<file path="config.mk">
export PLATFORM = sky130hd
export DESIGN_NAME = dma_wr_packer_flat
export DESIGN_NICKNAME = d
export VERILOG_FILES = /design/src/rtl/dma_wr_packer_pkg.sv /design/src/rtl/dma_wr_packer_if.sv /design/src/rtl/dma_wr_packer.sv /design/src/flat_wrapper.sv
export SDC_FILE = /design/constraint.sdc
export NUM_CORES = 1
export LEC_CHECK = 0
export ABC_CLOCK_PERIOD_IN_PS = 4800
export CAP_MARGIN = 20
export CORE_AREA = 3 3 247 249
export CTS_CLUSTER_SIZE = 16
export DETAILED_ROUTE_END_ITERATION = 12
export DIE_AREA = 0 0 250 252
export PLACE_DENSITY = 0.7
export SYNTH_ARGS = -nofsm -noshare
export SYNTH_HDL_FRONTEND = slang
export SYNTH_SLANG_ARGS = --single-unit
</file>
<file path="constraint.sdc">
create_clock -name clk -period 4.8 [get_ports clk]
set_input_delay 0.96 -clock clk [delete_from_list [all_inputs] [get_ports clk]]
set_output_delay 0.96 -clock clk [all_outputs]
set_load 0.02 [all_outputs]
</file>
<file path="src/rtl/dma_wr_packer_pkg.sv">
// Shared definitions for the DMA write-back packer: cache-line geometry,
// line-count type and the packer state encoding.
package dma_wr_packer_pkg;

  localparam int unsigned CL_WIDTH     = 512;
  localparam int unsigned WORD_SIZE    = 32;
  localparam int unsigned WORDS_PER_CL = CL_WIDTH / WORD_SIZE;
  localparam int unsigned SIZE_WIDTH   = 43;

  typedef logic [SIZE_WIDTH-1:0] count_t;

  typedef enum logic [1:0] {
    ST_IDLE,
    ST_REQ,
    ST_PUSH,
    ST_DONE
  } state_t;

endpackage

</file>
<file path="src/rtl/dma_wr_packer_if.sv">
// Memory-controller DMA read port plus DMA write-FIFO channel seen by the packer.
interface dma_wr_packer_if #(
  parameter int unsigned CL_WIDTH  = dma_wr_packer_pkg::CL_WIDTH,
  parameter int unsigned WORD_SIZE = dma_wr_packer_pkg::WORD_SIZE
);

  logic                 MemEn;
  logic                 MemWrEn;
  logic [31:0]          MemAddr;
  logic [WORD_SIZE-1:0] MemOut;
  logic                 MemValid;
  logic [CL_WIDTH-1:0]  wr_data;
  logic                 wr_en;
  logic                 full;

  modport master (
    output MemEn, MemWrEn, MemAddr, wr_data, wr_en,
    input  MemOut, MemValid, full
  );

  modport slave (
    input  MemEn, MemWrEn, MemAddr, wr_data, wr_en,
    output MemOut, MemValid, full
  );

endinterface

</file>
<file path="src/rtl/dma_wr_packer.sv">
// Reads result words from local memory, packs them into cache lines (word 0 in
// the LSBs) and pushes each completed line into the DMA write FIFO.
module dma_wr_packer #(
  parameter int unsigned CL_WIDTH   = dma_wr_packer_pkg::CL_WIDTH,
  parameter int unsigned WORD_SIZE  = dma_wr_packer_pkg::WORD_SIZE,
  parameter int unsigned SIZE_WIDTH = dma_wr_packer_pkg::SIZE_WIDTH,
  parameter logic [31:0] BASE_ADDR  = 32'h0
) (
  input  logic                  clk,
  input  logic                  rst_n,
  input  logic                  start,
  input  logic [SIZE_WIDTH-1:0] size,
  output logic                  busy,
  output logic                  done,
  dma_wr_packer_if.master       bus
);
  import dma_wr_packer_pkg::*;

  localparam int unsigned WORDS = CL_WIDTH / WORD_SIZE;
  localparam int unsigned WIDX  = (WORDS > 1) ? $clog2(WORDS) : 1;

  state_t                state_q, state_d;
  logic [WIDX-1:0]       word_q, word_d;
  logic [SIZE_WIDTH-1:0] line_q, line_d;
  logic [SIZE_WIDTH-1:0] size_q, size_d;
  logic [WORD_SIZE-1:0]  buf_q [WORDS];

  logic mem_en;
  logic push;
  logic word_xfer;

  assign word_xfer = (state_q == ST_REQ) && bus.MemValid;

  always_comb begin
    state_d = state_q;
    word_d  = word_q;
    line_d  = line_q;
    size_d  = size_q;
    mem_en  = 1'b0;
    push    = 1'b0;
    done    = 1'b0;
    unique case (state_q)
      ST_IDLE: begin
        if (start) begin
          size_d  = size;
          word_d  = '0;
          line_d  = '0;
          state_d = (size == '0) ? ST_DONE : ST_REQ;
        end
      end
      ST_REQ: begin
        mem_en = 1'b1;
        if (bus.MemValid) begin
          if (word_q == WIDX'(WORDS - 1)) begin
            word_d  = '0;
            state_d = ST_PUSH;
          end else begin
            word_d = word_q + WIDX'(1);
          end
        end
      end
      ST_PUSH: begin
        push = !bus.full;
        if (push) begin
          line_d  = line_q + SIZE_WIDTH'(1);
          state_d = (line_q + SIZE_WIDTH'(1) == size_q) ? ST_DONE : ST_REQ;
        end
      end
      ST_DONE: begin
        done    = 1'b1;
        state_d = ST_IDLE;
      end
      default: state_d = ST_IDLE;
    endcase
  end

  always_ff @(posedge clk or negedge rst_n) begin
    if (!rst_n) begin
      state_q <= ST_IDLE;
      word_q  <= '0;
      line_q  <= '0;
      size_q  <= '0;
    end else begin
      state_q <= state_d;
      word_q  <= word_d;
      line_q  <= line_d;
      size_q  <= size_d;
    end
  end

  // Line buffer is not cleared between lines: every slot is rewritten before the push.
  always_ff @(posedge clk or negedge rst_n) begin
    if (!rst_n) begin
      for (int unsigned i = 0; i < WORDS; i++) begin
        buf_q[i] <= '0;
      end
    end else if (word_xfer) begin
      buf_q[word_q] <= bus.MemOut;
    end
  end

  always_comb begin
    bus.wr_data = '0;
    for (int unsigned i = 0; i < WORDS; i++) begin
      bus.wr_data[i*WORD_SIZE +: WORD_SIZE] = buf_q[i];
    end
  end

  assign bus.MemAddr = BASE_ADDR + 32'(line_q) * 32'(WORDS) + 32'(word_q);
  assign bus.MemEn   = mem_en;
  assign bus.MemWrEn = 1'b0;
  assign bus.wr_en   = push;
  assign busy        = (state_q != ST_IDLE);

endmodule
</file>
<file path="src/flat_wrapper.sv">
// flat-port wrapper written by rule: the top's interface ports become plain ports
module dma_wr_packer_flat import dma_wr_packer_pkg::*;
#(
  parameter int unsigned CL_WIDTH   = dma_wr_packer_pkg::CL_WIDTH,
  parameter int unsigned WORD_SIZE  = dma_wr_packer_pkg::WORD_SIZE,
  parameter int unsigned SIZE_WIDTH = dma_wr_packer_pkg::SIZE_WIDTH,
  parameter logic [31:0] BASE_ADDR  = 32'h0
)
  (clk, rst_n, start, size, busy, done, bus_MemEn, bus_MemWrEn, bus_MemAddr, bus_wr_data, bus_wr_en, bus_MemOut, bus_MemValid, bus_full);
  dma_wr_packer_if #(.CL_WIDTH(CL_WIDTH), .WORD_SIZE(WORD_SIZE)) bus_i ();
  input  logic clk;
  input  logic rst_n;
  input  logic start;
  input  logic [SIZE_WIDTH-1:0] size;
  output logic busy;
  output logic done;
  output wire logic [$bits(bus_i.MemEn)-1:0] bus_MemEn;
  output wire logic [$bits(bus_i.MemWrEn)-1:0] bus_MemWrEn;
  output wire logic [$bits(bus_i.MemAddr)-1:0] bus_MemAddr;
  output wire logic [$bits(bus_i.wr_data)-1:0] bus_wr_data;
  output wire logic [$bits(bus_i.wr_en)-1:0] bus_wr_en;
  input wire logic [$bits(bus_i.MemOut)-1:0] bus_MemOut;
  input wire logic [$bits(bus_i.MemValid)-1:0] bus_MemValid;
  input wire logic [$bits(bus_i.full)-1:0] bus_full;
  assign bus_MemEn = bus_i.MemEn;
  assign bus_MemWrEn = bus_i.MemWrEn;
  assign bus_MemAddr = bus_i.MemAddr;
  assign bus_wr_data = bus_i.wr_data;
  assign bus_wr_en = bus_i.wr_en;
  assign bus_i.MemOut = bus_MemOut;
  assign bus_i.MemValid = bus_MemValid;
  assign bus_i.full = bus_full;
  dma_wr_packer #(.CL_WIDTH(CL_WIDTH), .WORD_SIZE(WORD_SIZE), .SIZE_WIDTH(SIZE_WIDTH), .BASE_ADDR(BASE_ADDR)) u_core (.clk(clk), .rst_n(rst_n), .start(start), .size(size), .busy(busy), .done(done), .bus(bus_i));
endmodule
</file>
==> impl_results.md, run 1 <==
* Async set-or-reset flop fraction in the synthesized netlist at 100.0%
* Clk Latency, worst-skew pair at 0.59 ns
* Number of global-route vias before repair at 18220
* # setup viols final at 0
* CTS root buf: clkbuf_16
* First DRT Iteration DRCs at 1201
* Relative slew slack at 35.90%
* CTS Hold Bufs at 0
* Starting Density at 42.31%
* Gpl congestion at 0.9368
* Die X at 250 um
* Final worst slack at 1.183 ns
* VDD IR max at 0.0004520 V
* CTS tree: yes
* Max-cap violations at 0
* Peak Freq at 276.4 MHz
* Final hold vios at 0
* WHS at 0.3765 ns
* Cell family with most CP delay: simple AND/OR/NAND/NOR gates
* First-pass GRT wire length at 122700 um
* Setup bufs post-CTS at 0
* Layout Nets at 2522
* Cell mode on critical path: nand4_1
* Gr busiest metal: met2
* Yosys reg bits at 604
* Worst-path fanout max at 13
* Commonest cells after routing, fill and taps aside: 626 x clkdlybuf4s50_1, 604 x dfrtp_1, 514 x mux2_2
* Worst setup endpoint: u_core.state_q[1]
* Commonest non-fill, non-tap cell in the layout: clkdlybuf4s50_1
* Fin Setup TNS at 0 ns
* M1 GR Usage at 32.61%
* Full die area at 63000 sq um
* CP endpoint kind: flop
* Pre-CTS setup slack at 1.075 ns
* CP startpoint: u_core.line_q[0]
* Area Overhead vs Synth at 36.92%
* Unique masters post-synth at 56
* CP required at 5.32 ns
* Clk sinks at 604
* Critical path depth at 9
* RSZ-0062 raised after global routing: false
* Status: completed
* Power Density at 464.4 nW/um^2
* Vias post-DR at 17550
* Max-slew violation count at 0
* Share of cells above drive strength 1 at 27.31%
* Crit-path cells: ha_1, nand3_2, nor4_4, and3_1, mux2i_1, nand4_1, nor4_1, nand4_1, nand2_1
* Tcrit/Tclk final at 75.36%
* Buffers & Inverters on Critical Path at 0
* CP max stage delay at 0.81 ns
* Setup CP Type: flop to flop
* Initial antenna violation count at 0
* I/O pins at 629
* Total CTS buffers at 66
* GRT Util Overall at 25.79%
* R2r startpoint: u_core.line_q[0]
* Mapped cell area at 24930 sq um
* Post-CTS Resized at 0
* Final Critical Period at 3.617 ns
* Cell count after synthesis at 1861
* Die H at 252 um
* Crit path max-delay cell type: nor4_4
* Clk pin slew, worst setup/hold paths at 0.06 ns
* GR Layer Usage met2 at 42.95%
* Row count at 89
* Sequential share of the synthesized area at 60.64%
* Synth Flop Type: dfrtp_1
* Vias per cell at 5.383
* Antenna viol nets, final at 0
* Final HPWL DP at 58760 um
* Final WL at 82630 um
* Total gr overflow at 0
* DRT Pass-1 Iters at 5
* Tot Pwr at 15.85 mW
* DRC Markers at 0
* Synthesized area per cell at 13.39 sq um
* CTS Buffer Depth at 3
* Syn_nets at 1946
* H-Tree Depth at 3
* Reg2reg setup slack at 1.18 ns
* Port Buffers at 627
* Placeable Area at 58910 sq um
* GR Util met3 at 6.597%
* Tightest Hold Check Type: input pin to asynchronous set/reset pin
* Leak Pwr at 15.63 nW
* R2R cell count at 9
* Clk_skew at 0.01947 ns
* Yosys warnings at 0
* Slew @ Worst Pin at 0.9585 ns
* Fill cell count at 4707
* Largest net degree at the start of global routing at 104
* Routed WL per cell at 25.35 um
* Startpoint Class: flop
* EDFF count, synth at 0
* Critical path arrival at 4.14 ns
* Worst r2r dst: u_core.state_q[1]
registers in the layout (all words and copies together), names as in the netlist:
name,count
u_core.line_q,43
u_core.bus.wr_data,512
u_core.state_q,2
u_core.word_q,4
u_core.size_q,43
synth_stat cells, drive strengths merged, types with 4 or more instances:
cell	n	share of area [%]
nand2	186	2.8
nor4	24	0.75
or3	4	0.10
nand4	25	0.65
and2	7	0.18
and3	14	0.35
nor3	9	0.22
mux2	514	23
nand2b	7	0.18
nor2	48	0.72
nand3	36	0.76
xnor2	47	1.7
a21oi	18	0.36
buf	88	2.0
inv	11	0.17
ha	5	0.25
clkbuf	66	1.0
o31ai	19	0.57
dfrtp	604	61
a31oi	8	0.20
and4	6	0.21
xor2	18	0.63
o21ai	63	1.3
through the flow:
step                instance area, sq um  utilization [%]  instances
floorplan                          24930                -       1861
CTS                                34130            57.93       3259
global route                       34130            57.93       3259
finish                             34130            57.94       3260
detailed placement                 31880            54.12       3142
global placement                   31880            54.12       3142
cell families (layout without fill, tap and decap cells):
family	count (synthesis)	count (layout)	share of synthesized area (%)
compound gates	126	126	3.007
simple gates	379	379	7.323
xor+xnor	65	65	2.284
other cells	1	2	0.01504
mux	516	516	23.30
flops	604	604	60.64
fa+ha+maj	5	5	0.2510
buf+inv	165	790	3.182
where the power goes:
part / internal, mW / total, mW / switching (mW) / leakage (nW)
clock: 3.17 / 5.27 / 2.10 / 1.10
combinational: 1.97 / 4.19 / 2.22 / 6.31
sequential: 5.88 / 6.39 / 0.513 / 8.22
worst min-delay path by stage:
stage                     slack [ns]  cells past startpoint           endpoint
after floorplan                 0.46                      2   u_core.size_q[6]
after global placement          0.48                      2  u_core.size_q[40]
after detailed placement        0.48                      2   u_core.size_q[4]
after CTS                       0.42                      1  u_core.size_q[20]
after global routing            0.42                      1  u_core.size_q[19]
final                           0.38                      1  u_core.size_q[20]
layout make-up:
cell class              count  area [sq um]  share of cell area (%)
well taps                 773         967.2                   2.834
multi-input cells        1092          9129                   26.75
inverters                  11         41.29                  0.1210
flip-flops and latches    604         15110                   44.28
clock buffers              91          1868                   5.473
diodes                      1         2.502                0.007332
clock inverters            26         376.6                   1.103
repair buffers            662          6631                   19.43
layer usage:
layer | vias up | wire length (um) | share of wire (%)
met5 | - | 0 | 0
met4 | 0 | 2839 | 3.4
met3 | 140 | 6064 | 7.3
met2 | 638 | 40720 | 49
met1 | 9133 | 33010 | 40
li1 | 7637 | - | -
(Power assumes the default switching activity.)
==> inputs of run 2 (changes only) <==
Settings changed: ABC_CLOCK_PERIOD_IN_PS 4800 to 3300, PLACE_DENSITY 0.7 to 0.73.
Clock period 4.8 ns to 3.3 ns, I/O delays scaled along.
==> run 2 against run 1 <==
Effect of this change: combinational power rose by 46%; worst hold slack better by 0.12 ns; core utilization is 0.41 points higher; sequential power rose by 45%; non-clock buffer count grew 24; clock-buffer cell count rose by 2; flip-flop and latch count is the same; via count grew 1.3%; total power up 43%; first-iteration DRC count is 19% lower; clock power rose by 39%; largest power group unchanged; highest routed layer unchanged.
==> impl_results.md, run 2 (synthesis results as in run 1) <==
* Leak Pwr at 15.74 nW
* Layout Nets at 2547
* Status: completed
* CP required at 3.82 ns
* R2r startpoint: u_core.line_q[1]
* Total CTS buffers at 67
* Tightest Hold Check Type: flop to flop
* Number of flip-flops in the largest register at 512
* Vias post-DR at 17780
* Startpoint Class: flop
* Die H at 252 um
* Routed WL per cell at 25.39 um
* Vias per cell at 5.430
* I/O pins at 629
* Critical path arrival at 3.63 ns
* Sw frac at 30.97%
* Initial antenna violation count at 0
* Reg2reg setup slack at 0.19 ns
* Clk_skew at 0.02843 ns
* Gpl congestion at 0.9050
* Min-Delay Startpoint: u_core.size_q[39]
* CTS root buf: clkbuf_16
* Reg power frac at 40.7%
* Comb power frac at 26.9%
* Area Overhead vs Synth at 37.89%
* RSZ-0062 raised after global routing: false
* Final Critical Period at 3.111 ns
* Final hold vios at 0
* Clk pin slew, worst setup/hold paths at 0.06 ns
* Die X at 250 um
* Worst r2r dst: u_core.state_q[1]
* Peak Freq at 321.5 MHz
* Tcrit/Tclk final at 94.26%
* Final worst slack at 0.1894 ns
* Final WL at 83140 um
* P_sw at 7.030 mW
* Clk Latency, worst-skew pair at 0.61 ns
* Clk pwr share at 32.3%
* First DRT Iteration DRCs at 972
* Starting Density at 42.31%
* DRC Markers at 0
* Antenna viol nets, final at 0
* Relative slew slack at 34.71%
* Commonest non-fill, non-tap cell in the layout: clkdlybuf4s50_1
* Fin Setup TNS at 0 ns
* CTS tree: yes
* Post-CTS Resized at 0
* Setup CP Type: flop to flop
* Int Pwr at 15.67 mW
* Share of cells above drive strength 1 at 27.82%
* Hold depth at 2
* CTS Buffer Depth at 3
* Placeable Area at 58910 sq um
* Max-cap violations at 0
* Hold EP: u_core.size_q[39]
* CP endpoint kind: flop
* Row count at 89
* DRT Pass-1 Iters at 5
* H-Tree Depth at 3
* Worst-path fanout max at 7
* Slew @ Worst Pin at 0.9763 ns
* Total gr overflow at 0
* Full die area at 63000 sq um
* Setup bufs post-CTS at 0
* Commonest cells after routing, fill and taps aside: 626 x clkdlybuf4s50_1, 604 x dfrtp_1, 514 x mux2_2
* Clk sinks at 604
* Largest net degree at the start of global routing at 101
* Port Buffers at 627
* GRT Util Overall at 25.83%
* Max-slew violation count at 0
* Pre-CTS setup slack at 0.2988 ns
* R2R cell count at 9
* First-pass GRT wire length at 122700 um
* # setup viols final at 0
* Number of global-route vias before repair at 18430
* Fill cell count at 4604
* Final HPWL DP at 58010 um
* ANT cells at 0
* VDD IR max at 0.0006128 V
* Tot Pwr at 22.70 mW
* Power Density at 660.4 nW/um^2
-- run 2: changes by cell type in the layout (fill, tap and decap cells not counted), moves of 2 or more --
cell        before  now
clkbuf_8         8   13
clkinv_2        11    6
buf_12           7   19
bufinv_16        8    3
clkinvlp_4       2    0
clkbuf_1        15   13
buf_4           28   39
clkinv_16        0    2
-- run 2: power groups by stage --
stage	clock (mW)	combinational, mW	sequential (mW)
floorplan	0	2.12	10.3
global placement	0	6.03	9.28
detailed placement	0	6.10	9.35
CTS	7.50	6.15	9.23
global route	7.79	6.49	9.37
finish	7.34	6.11	9.25
-- run 2: metal layers --
metal / vias up / wire, um / GRT usage (%)
met5: - / 0 / 0
met2: 750 / 40820 / 43.01
met4: 0 / 3177 / 10.32
li1: 7669 / - / -
met3: 146 / 6730 / 7.236
met1: 9218 / 32410 / 32.02
-- run 2: what timing repair did --
item / CTS / global route
setup endpoints to repair: 0 / 0
hold endpoints to repair: 5 / 0
hold buffers: 1 / 0
-- run 2: worst max path at each step --
stage / cells after the start / slack [ns] / from / to
floorplan: 5 / 0.82 / bus_full / bus_wr_en
global placement: 6 / 0.31 / bus_MemValid / u_core.bus.wr_data[223]
detailed placement: 9 / 0.30 / u_core.line_q[1] / u_core.state_q[1]
CTS: 9 / 0.26 / u_core.line_q[1] / u_core.state_q[1]
global route: 9 / 0.11 / u_core.line_q[1] / u_core.state_q[1]
finish: 9 / 0.19 / u_core.line_q[1] / u_core.state_q[1]
-- run 2: metrics by stage --
step           hold WS, ns  utilization, %  cells  area (sq um)
5_1_grt             0.5128           58.35   3275         34370
3_5_place_dp        0.4838           54.67   3165         32210
3_3_place_gp        0.4812           54.67   3165         32210
6_report            0.4934           58.35   3275         34370
2_1_floorplan       0.3644               -   1861         24930
4_1_cts             0.4986           58.35   3275         34370
-- run 2: layout make-up --
cell class / instances / area (sq um) / share of cell area [%]
Timing Repair Buffer: 686 / 6964 / 20.26
Clock inverter: 16 / 250.2 / 0.7281
Tap cell: 773 / 967.2 / 2.814
Sequential cell: 604 / 15110 / 43.98
Inverter: 11 / 41.29 / 0.1201
Multi-Input combinational cell: 1092 / 9129 / 26.56
Clock buffer: 93 / 1904 / 5.541
-- run 2: critical path, stage by stage (launching register included) --
cell     delay [ns]
dfrtp_1        0.46
ha_1           0.32
nand3_2        0.22
nor4_4         0.43
and3_1         0.37
mux2i_1        0.41
nand4_1        0.21
nor4_1         0.30
nand4_1        0.19
nand2_1        0.12
